===== config.mk =====
export PLATFORM = sky130hd
export DESIGN_NAME = uart_tx_unit_flat
export DESIGN_NICKNAME = d
export VERILOG_FILES = /design/src/rtl/uart_pkg.sv /design/src/rtl/uart_tx_unit_if.sv /design/src/rtl/uart_baud_gen.sv /design/src/rtl/uart_tx_unit.sv /design/src/flat_wrapper.sv
export SDC_FILE = /design/constraint.sdc
export NUM_CORES = 1
export LEC_CHECK = 0
export CAP_MARGIN = 30
export CORE_MARGIN = 2
export CORE_UTILIZATION = 62
export DETAILED_ROUTE_END_ITERATION = 7
export DONT_BUFFER_PORTS = 1
export GPL_TIMING_DRIVEN = 1
export HOLD_SLACK_MARGIN = 0.06
export PLACE_DENSITY_LB_ADDON = 0.08
export SLEW_MARGIN = 20
export SYNTH_ARGS = -nofsm -noshare
export SYNTH_HDL_FRONTEND = slang
export SYNTH_HIERARCHICAL = 1
export SYNTH_SLANG_ARGS = --single-unit

===== constraint.sdc =====
create_clock -name clk -period 3.1 [get_ports clk]
set_clock_uncertainty 0.05 [all_clocks]
set_input_delay 0.62 -clock clk [delete_from_list [all_inputs] [get_ports clk]]
set_output_delay 0.62 -clock clk [all_outputs]
set_load 0.02 [all_outputs]

===== src/rtl/uart_pkg.sv =====
// Shared UART transmitter types and constants.
package uart_pkg;

    typedef enum logic [2:0] {
        IDLE,
        START,
        DATA,
        PARITY,
        STOP
    } uart_tx_state_e;

    localparam int   UART_DATA_BITS  = 8;
    localparam logic UART_IDLE_LEVEL = 1'b1;

endpackage


===== src/rtl/uart_tx_unit_if.sv =====
// Store-to-UART interface: the core (master) writes and starts frames, the transmitter (slave) responds.
interface uart_tx_unit_if;

    logic [7:0] data_to_uart;
    logic       load_uart;
    logic       transfer_byte;
    logic       uart_tx;
    logic       uart_busy;
    logic       uart_done;

    modport master (
        output data_to_uart,
        output load_uart,
        output transfer_byte,
        input  uart_tx,
        input  uart_busy,
        input  uart_done
    );

    modport slave (
        input  data_to_uart,
        input  load_uart,
        input  transfer_byte,
        output uart_tx,
        output uart_busy,
        output uart_done
    );

endinterface


===== src/rtl/uart_baud_gen.sv =====
// Bit-period timer: counts 0..CLKS_PER_BIT-1 while enabled and flags the terminal count.
module uart_baud_gen #(
    parameter int CLKS_PER_BIT = 868
) (
    input  logic clk,
    input  logic rst_n,
    input  logic en_i,
    output logic tick_o
);

    localparam int              CNT_W = $clog2(CLKS_PER_BIT);
    localparam logic [CNT_W-1:0] TERM = CNT_W'(CLKS_PER_BIT - 1);

    logic [CNT_W-1:0] cnt_q;
    logic [CNT_W-1:0] cnt_d;

    assign tick_o = en_i && (cnt_q == TERM);

    always_comb begin
        cnt_d = cnt_q;
        if (!en_i) begin
            cnt_d = '0;
        end else if (cnt_q == TERM) begin
            cnt_d = '0;
        end else begin
            cnt_d = cnt_q + 1'b1;
        end
    end

    always_ff @(posedge clk or negedge rst_n) begin
        if (!rst_n) begin
            cnt_q <= '0;
        end else begin
            cnt_q <= cnt_d;
        end
    end

endmodule


===== src/rtl/uart_tx_unit.sv =====
// UART transmitter, 8 data bits LSB first, one stop bit.
// Optional even parity bit when UART_TX_PARITY_EN is defined.
module uart_tx_unit
    import uart_pkg::*;
#(
    parameter int CLKS_PER_BIT = 868
) (
    input  logic           clk,
    input  logic           rst_n,
    uart_tx_unit_if.slave  bus
);

    localparam logic [2:0] LAST_IDX = 3'(UART_DATA_BITS - 1);

    uart_tx_state_e state_q, state_d;
    logic [7:0]     holding_q, holding_d;
    logic [7:0]     shift_q, shift_d;
    logic [2:0]     idx_q, idx_d;
    logic           tx_q, tx_d;
    logic           busy_q, busy_d;
    logic           done_q, done_d;
    logic           tick;
    logic [7:0]     frame_byte;
`ifdef UART_TX_PARITY_EN
    logic           parity_q, parity_d;
`endif

    uart_baud_gen #(
        .CLKS_PER_BIT(CLKS_PER_BIT)
    ) u_baud (
        .clk   (clk),
        .rst_n (rst_n),
        .en_i  (state_q != IDLE),
        .tick_o(tick)
    );

    // A load in the same cycle as the start bypasses the holding register.
    assign frame_byte = bus.load_uart ? bus.data_to_uart : holding_q;

    always_comb begin
        state_d   = state_q;
        holding_d = holding_q;
        shift_d   = shift_q;
        idx_d     = idx_q;
        tx_d      = tx_q;
        busy_d    = busy_q;
        done_d    = 1'b0;
`ifdef UART_TX_PARITY_EN
        parity_d  = parity_q;
`endif
        if (bus.load_uart && !busy_q) begin
            holding_d = bus.data_to_uart;
        end

        case (state_q)
            IDLE: begin
                tx_d   = UART_IDLE_LEVEL;
                busy_d = 1'b0;
                if (bus.transfer_byte) begin
                    state_d  = START;
                    tx_d     = 1'b0;
                    busy_d   = 1'b1;
                    shift_d  = frame_byte;
`ifdef UART_TX_PARITY_EN
                    parity_d = ^frame_byte;
`endif
                end
            end
            START: begin
                if (tick) begin
                    state_d = DATA;
                    idx_d   = '0;
                    tx_d    = shift_q[0];
                    shift_d = shift_q >> 1;
                end
            end
            DATA: begin
                if (tick) begin
                    if (idx_q == LAST_IDX) begin
                        idx_d   = '0;
`ifdef UART_TX_PARITY_EN
                        state_d = PARITY;
                        tx_d    = parity_q;
`else
                        state_d = STOP;
                        tx_d    = UART_IDLE_LEVEL;
`endif
                    end else begin
                        idx_d   = idx_q + 1'b1;
                        tx_d    = shift_q[0];
                        shift_d = shift_q >> 1;
                    end
                end
            end
`ifdef UART_TX_PARITY_EN
            PARITY: begin
                if (tick) begin
                    state_d = STOP;
                    tx_d    = UART_IDLE_LEVEL;
                end
            end
`endif
            STOP: begin
                if (tick) begin
                    state_d = IDLE;
                    tx_d    = UART_IDLE_LEVEL;
                    busy_d  = 1'b0;
                    done_d  = 1'b1;
                end
            end
            default: begin
                state_d = IDLE;
                tx_d    = UART_IDLE_LEVEL;
                busy_d  = 1'b0;
            end
        endcase
    end

    always_ff @(posedge clk or negedge rst_n) begin
        if (!rst_n) begin
            state_q   <= IDLE;
            holding_q <= 8'h00;
            shift_q   <= 8'h00;
            idx_q     <= '0;
            tx_q      <= UART_IDLE_LEVEL;
            busy_q    <= 1'b0;
            done_q    <= 1'b0;
`ifdef UART_TX_PARITY_EN
            parity_q  <= 1'b0;
`endif
        end else begin
            state_q   <= state_d;
            holding_q <= holding_d;
            shift_q   <= shift_d;
            idx_q     <= idx_d;
            tx_q      <= tx_d;
            busy_q    <= busy_d;
            done_q    <= done_d;
`ifdef UART_TX_PARITY_EN
            parity_q  <= parity_d;
`endif
        end
    end

    assign bus.uart_tx   = tx_q;
    assign bus.uart_busy = busy_q;
    assign bus.uart_done = done_q;

endmodule


===== src/flat_wrapper.sv =====
// flat-port wrapper written by rule: the top's interface ports become plain ports
module uart_tx_unit_flat import uart_pkg::*;
#(
    parameter int CLKS_PER_BIT = 868
)
  (clk, rst_n, bus_data_to_uart, bus_load_uart, bus_transfer_byte, bus_uart_tx, bus_uart_busy, bus_uart_done);
  uart_tx_unit_if bus_i ();
  input  logic clk;
  input  logic rst_n;
  input wire logic [$bits(bus_i.data_to_uart)-1:0] bus_data_to_uart;
  input wire logic [$bits(bus_i.load_uart)-1:0] bus_load_uart;
  input wire logic [$bits(bus_i.transfer_byte)-1:0] bus_transfer_byte;
  output wire logic [$bits(bus_i.uart_tx)-1:0] bus_uart_tx;
  output wire logic [$bits(bus_i.uart_busy)-1:0] bus_uart_busy;
  output wire logic [$bits(bus_i.uart_done)-1:0] bus_uart_done;
  assign bus_i.data_to_uart = bus_data_to_uart;
  assign bus_i.load_uart = bus_load_uart;
  assign bus_i.transfer_byte = bus_transfer_byte;
  assign bus_uart_tx = bus_i.uart_tx;
  assign bus_uart_busy = bus_i.uart_busy;
  assign bus_uart_done = bus_i.uart_done;
  uart_tx_unit #(.CLKS_PER_BIT(CLKS_PER_BIT)) u_core (.clk(clk), .rst_n(rst_n), .bus(bus_i));
endmodule

-- After elaboration in Yosys (flattened, before gate mapping)
Cells that the tools add are included.
- register bits: 35
- bits of input ports: 12
- output and inout port bits: 3
- word-level logic and storage cells: 63
- add/subtract/negate cells: 2
- eq/ne operators: 11
- muxes and demuxes: 28
- bitwise gates (word level): 1
- reduce and logical (&&, ||, !) cells: 13
- operators with widths (kind ; number):
    $mux W8 ; 5
    $pmux W8 S3 ; 1
    $mux W3 ; 7
    $mux W10 ; 2
    $pmux W3 S4 ; 1
    $add A10 B1 Y10 const B ; 1
    $eq A10 B10 Y1 const B ; 1
    $reduce_and A5 Y1 ; 2
    $mux W1 ; 9
    $ne A2 B1 Y1 const B ; 4
    $eq A3 B3 Y1 const B ; 2
    $pmux W3 S2 ; 1
    $reduce_and A3 Y1 ; 2
    $reduce_bool A3 Y1 ; 2
    $ne A2 B2 Y1 const B ; 2
    $pmux W1 S4 ; 1
    $add A3 B1 Y3 const B ; 1
    $eq A3 B1 Y1 const B ; 1
    $eq A3 B2 Y1 const B ; 1
    $logic_not A3 Y1 ; 1
    $pmux W1 S3 ; 1
    $logic_and A1 B1 Y1 ; 2
    $reduce_and A2 Y1 ; 1
    $reduce_bool A2 Y1 ; 1
    other kinds (3) ; 3

-- Longest topological paths before layout
- depth in word-level cells: 4
- mapped depth: 8
- mapped depth without buffers: 8

-- By module
Netlist, hierarchy kept.
- by module, submodules not included (module ; instances ; cells each ; area each (um2) ; seq. area each (um2)):
    uart_tx_unit ; 1 ; 117 ; 1346.3 ; 626.9
    uart_baud_gen ; 1 ; 52 ; 525.5 ; 250.2

-- Worst setup path after synthesis
No wires, ideal clock.
- path type: flip-flop to flip-flop
- start point: register u_core.state_q[2]
- end point: register u_core.shift_q[5]
- setup time: 125 ps
- arrival time: 2717 ps
- data required time: 2925 ps
- path slack: 208 ps
- cell stages (with the launch flop): 9
- buffers on the path: 1
- clock period less this slack: 2892 ps
- path through: dfrtp_1 > clkbuf_1 > or3_1 > inv_1 > nor3_1 > inv_2 > or3_4 > a21oi_4 > mux2_4
- cells in the longest elaborated chain, start to end: 4
- elaborated cells between the ends (all ways): 12
- those cells by class: eq/ne: 6; mux: 1; reduce/logical: 5
- RTL lines (what ; RTL line ; source):
    start, declared ; uart_tx_unit.sv:15 ; uart_tx_state_e state_q, state_d;
    start signal, assigned ; uart_tx_unit.sv:132 ; state_q <= state_d;
    $reduce_bool A3 Y1 * ; uart_tx_unit.sv:33 ; .en_i (state_q != IDLE),
    $logic_and A1 B1 Y1 * ; uart_baud_gen.sv:17 ; assign tick_o = en_i && (cnt_q == TERM);
    via u_core.tick ; uart_tx_unit.sv:22 ; logic tick;
    $ne A2 B1 Y1 (no line) ; -- ;
    $reduce_and A5 Y1 (no line) * ; -- ;
    end signal, assigned ; uart_tx_unit.sv:134 ; shift_q <= shift_d;
    end, declared ; uart_tx_unit.sv:17 ; logic [7:0] shift_q, shift_d;
The timed path passes the listed nets; every way through them passes the cells marked *.
A chain may end at the register's enable or synchronous reset.

-- Final worst setup path
- start point: register u_core.u_baud.cnt_q[0]
- end point: register u_core.shift_q[7]
- cells in the longest elaborated chain, start to end: 4
- elaborated cells between the ends (all ways): 5
- those cells by class: eq/ne: 3; reduce/logical: 2
- RTL lines (what ; RTL line ; source):
    start, declared ; uart_baud_gen.sv:14 ; logic [CNT_W-1:0] cnt_q;
    start signal, assigned ; uart_baud_gen.sv:34 ; cnt_q <= cnt_d;
    $eq A10 B10 Y1 * ; uart_baud_gen.sv:17 ;
    $logic_and A1 B1 Y1 * ; uart_baud_gen.sv:17 ;
    via u_core.tick ; uart_tx_unit.sv:22 ;
    $ne A2 B1 Y1 (no line) ; -- ;
    $reduce_and A5 Y1 (no line) * ; -- ;
Marked as above.

==> results by group <==
Run status
  – Status: completed

Finish
  – ANT cells: 0
  – Nets: 192
  – Final instance area: 2020 µm²
  – Share of layout cells above drive strength 1: 24.7%
  – P&R area growth vs syn: 7.89%
  – Footprint of the multi-input gates: 937 µm²
  – Filler cell count in the final layout: 210
  – FF+latch area: 877 µm²

Synth
  – EDFF count, synth: 0
  – Commonest cells post-synth: 34 x dfrtp_1, 17 x mux2_2, 14 x nor2_1
  – Synth Register Bits: 35
  – Async SR Flop Fraction: 100%
  – Cell count after synthesis: 169
  – Synth Flop Type: dfrtp_1
  – Yosys Warn Count: 6
  – Area leader, netlist: dfrtp_1
  – Post-synthesis sequential area ratio: 46.9%
  – Post-Syn Nets: 184
  – Top-count cell post-synth: dfrtp_1
  – Post-Synthesis Cell Area: 1870 µm²
  – Synth top area cells: dfrtp_1 45%, mux2_2 10%, mux2i_1 6.4%
  – Post-synth top area share: 45.5%
  – Netlist cell types: 44
  – Syn Area/Cell: 11.1 µm²

Setup path
  – Slowest cell on the critical path: dfrtp_1
  – Crit-path max cell delay: 400 ps
  – Crit path required time: 3280 ps
  – Crit Path Max Fanout: 8
  – Crit path buffers/inverters: 1
  – CP Launch Type: flop
  – Worst-path cell chain: ha_1, nor4b_2, nand3b_2, nor3_1, inv_2, or3_4, a21oi_4, mux2_4
  – Data arrival, critical path: 2900 ps
  – CP Class: flop to flop
  – Cell family with most CP delay: simple AND/OR/NAND/NOR gates
  – Critical path endpoint category: flop

Global route
  – Grt ovf: 0
  – GRT Overall Usage: 21.1%
  – Global-route wire length before repair: 5.52 mm
  – Vias in the first global route: 1259
  – Largest net degree at the start of global routing: 36
  – Initial antenna violation count: 0

Detailed routing
  – 1st-iter DRT viols: 49
  – Vias per cell: 6.03
  – First-pass iteration count of the detailed router: 5
  – Wirelength per Cell: 15.2 µm
  – DRC Markers: 0
  – Antenna Nets Post-Route: 0
  – Vias: 1260
  – Final WL: 3.18 mm

STA
  – Fin. max-slew vios: 0
  – Fin crit share: 87.9%
  – Setup TNS: 0 ps
  – Fmax: 367 MHz
  – Final setup vio count: 0
  – RSZ-0062 raised after global routing: false
  – Tmin final: 2730 ps
  – Worst slew pin tran: 740 ps
  – Final Hold Vio Count: 0
  – Max-slew headroom: 50.6%

Job
  – Reported max-cap violation count: 0

Clocking
  – Clk root buf: clkbuf_4
  – Maximum root-to-sink buffer count: 2
  – Total CTS buffers: 5
  – # hold bufs at CTS: 2
  – Htree depth: 2
  – Post_cts resized: 0
  – Clk sinks: 35
  – Reg clk slew, reported paths: 100 ps
  – Clock Latency Late Sink: 330 ps
  – TritonCTS clock tree: done
  – Post-CTS setup buffer count: 0

Pwr
  – LEAKAGE: 0.000917 µW
  – PD cells: 391 nW/µm²
  – Maximum vdd drop: 0.298 mV

Placed design
  – Placed Area: 1920 µm²
  – Final GP Congestion: 0.878
  – I/O Buffers: 0
  – Post-DP HPWL: 2.27 mm

Floorplanning
  – Die area: 3470 µm²
  – Overall die height: 58.9 µm
  – Core Area: 2810 µm²
  – Rows: 19
  – Initial core utilization: 66.7%
  – Die W: 58.9 µm
  – # IOs: 15

Min path
  – Worst Hold Class: input port to flop
[worst register-to-register path, delay by kind of cell (launching register included)]
kind            cells  cell delay, ps
mux                 1             330
compound gates      1             340
buf+inv             1             120
simple gates        4            1150
fa+ha+maj           1             230
flops               1             400
[layer usage]
layer,global-route usage (%),wire length (µm),vias up
li1,-,-,625
met1,28.1,1520,598
met2,32.5,1480,28
met3,5.05,123,9
met4,9.74,63,0
met5,0,0,-
[worst paths after layout]
check | startpoint | to | slack [ps] | cells after the start
max in group asynchronous | rst_n | u_core/bus.uart_tx | 2070 | 2
max | u_core/u_baud/cnt_q[0] | u_core/shift_q[7] | 370 | 8
min reg2reg | u_core/u_baud/cnt_q[0] | u_core/u_baud/cnt_q[0] | 460 | 1
max reg2reg | u_core/u_baud/cnt_q[0] | u_core/shift_q[7] | 370 | 8
min | bus_data_to_uart[0] | u_core/holding_q[0] | 390 | 1
min in group asynchronous | rst_n | u_core/u_baud/cnt_q[4] | 680 | 2
[layout by cell type (no fill, tap or decap), types with 3 or more instances in the layout]
cell type,netlist,final
inv_1,9,9
nor2_1,14,14
a22o_1,6,6
nand3_1,5,5
nand4_1,3,3
a21oi_1,6,6
buf_4,0,4
nand2b_1,3,3
o21ai_0,3,3
nand2_1,9,9
nor3_1,3,3
mux2i_1,12,12
xor2_1,4,4
mux2_4,3,3
dfrtp_1,34,34
mux2_2,17,17
ha_1,3,3
clkbuf_4,0,5
[sequential cells by signal (all words and copies together), names as in the netlist]
register and count:
u_core/u_baud/cnt_q 10, u_core/holding_q 8, u_core/shift_q 8, u_core/idx_q 3
u_core/state_q 3, u_core/bus.uart_busy 1, u_core/bus.uart_done 1, u_core/bus.uart_tx 1
[cells by family after synthesis]
logic type                 after synthesis  share of synthesized area (%)
buffers and inverters                   15                           3.07
DFF                                     35                           46.9
and+or+nand+nor                         52                           15.4
AOI/OAI and AO/OA                       27                           11.3
xor gates and xnor gates                 5                           2.34
adders and majority gates                3                           2.01
muxes                                   32                           19.1
[area by class of cell]
class	instances	share of cell area [%]
well taps	31	1.92
repair buffers	6	2.97
flip-flops and latches	35	43.4
inverters	10	1.86
clock buffers	8	3.41
multi-input cells	119	46.4
[metrics by stage]
step           hold slack (ps)  power, µW  setup slack [ps]  utilization (%)  instances
6_report                   386        789               374             72.0        209
3_5_place_dp               275        507               379             68.5        199
5_1_grt                    362        819               205             72.0        209
2_1_floorplan              274        504               208                -        169
3_3_place_gp               275        506               451             68.5        199
4_1_cts                    373        798               356             72.0        209
[report_power, final]
| part | internal, µW | total [µW] | switching [µW] |
|---|---|---|---|
| Clock | 134 | 279 | 145 |
| Combinational | 21.7 | 38.1 | 16.4 |
| Sequential | 467 | 472 | 5.08 |
Note: power is estimated with default switching activity, not from simulation.
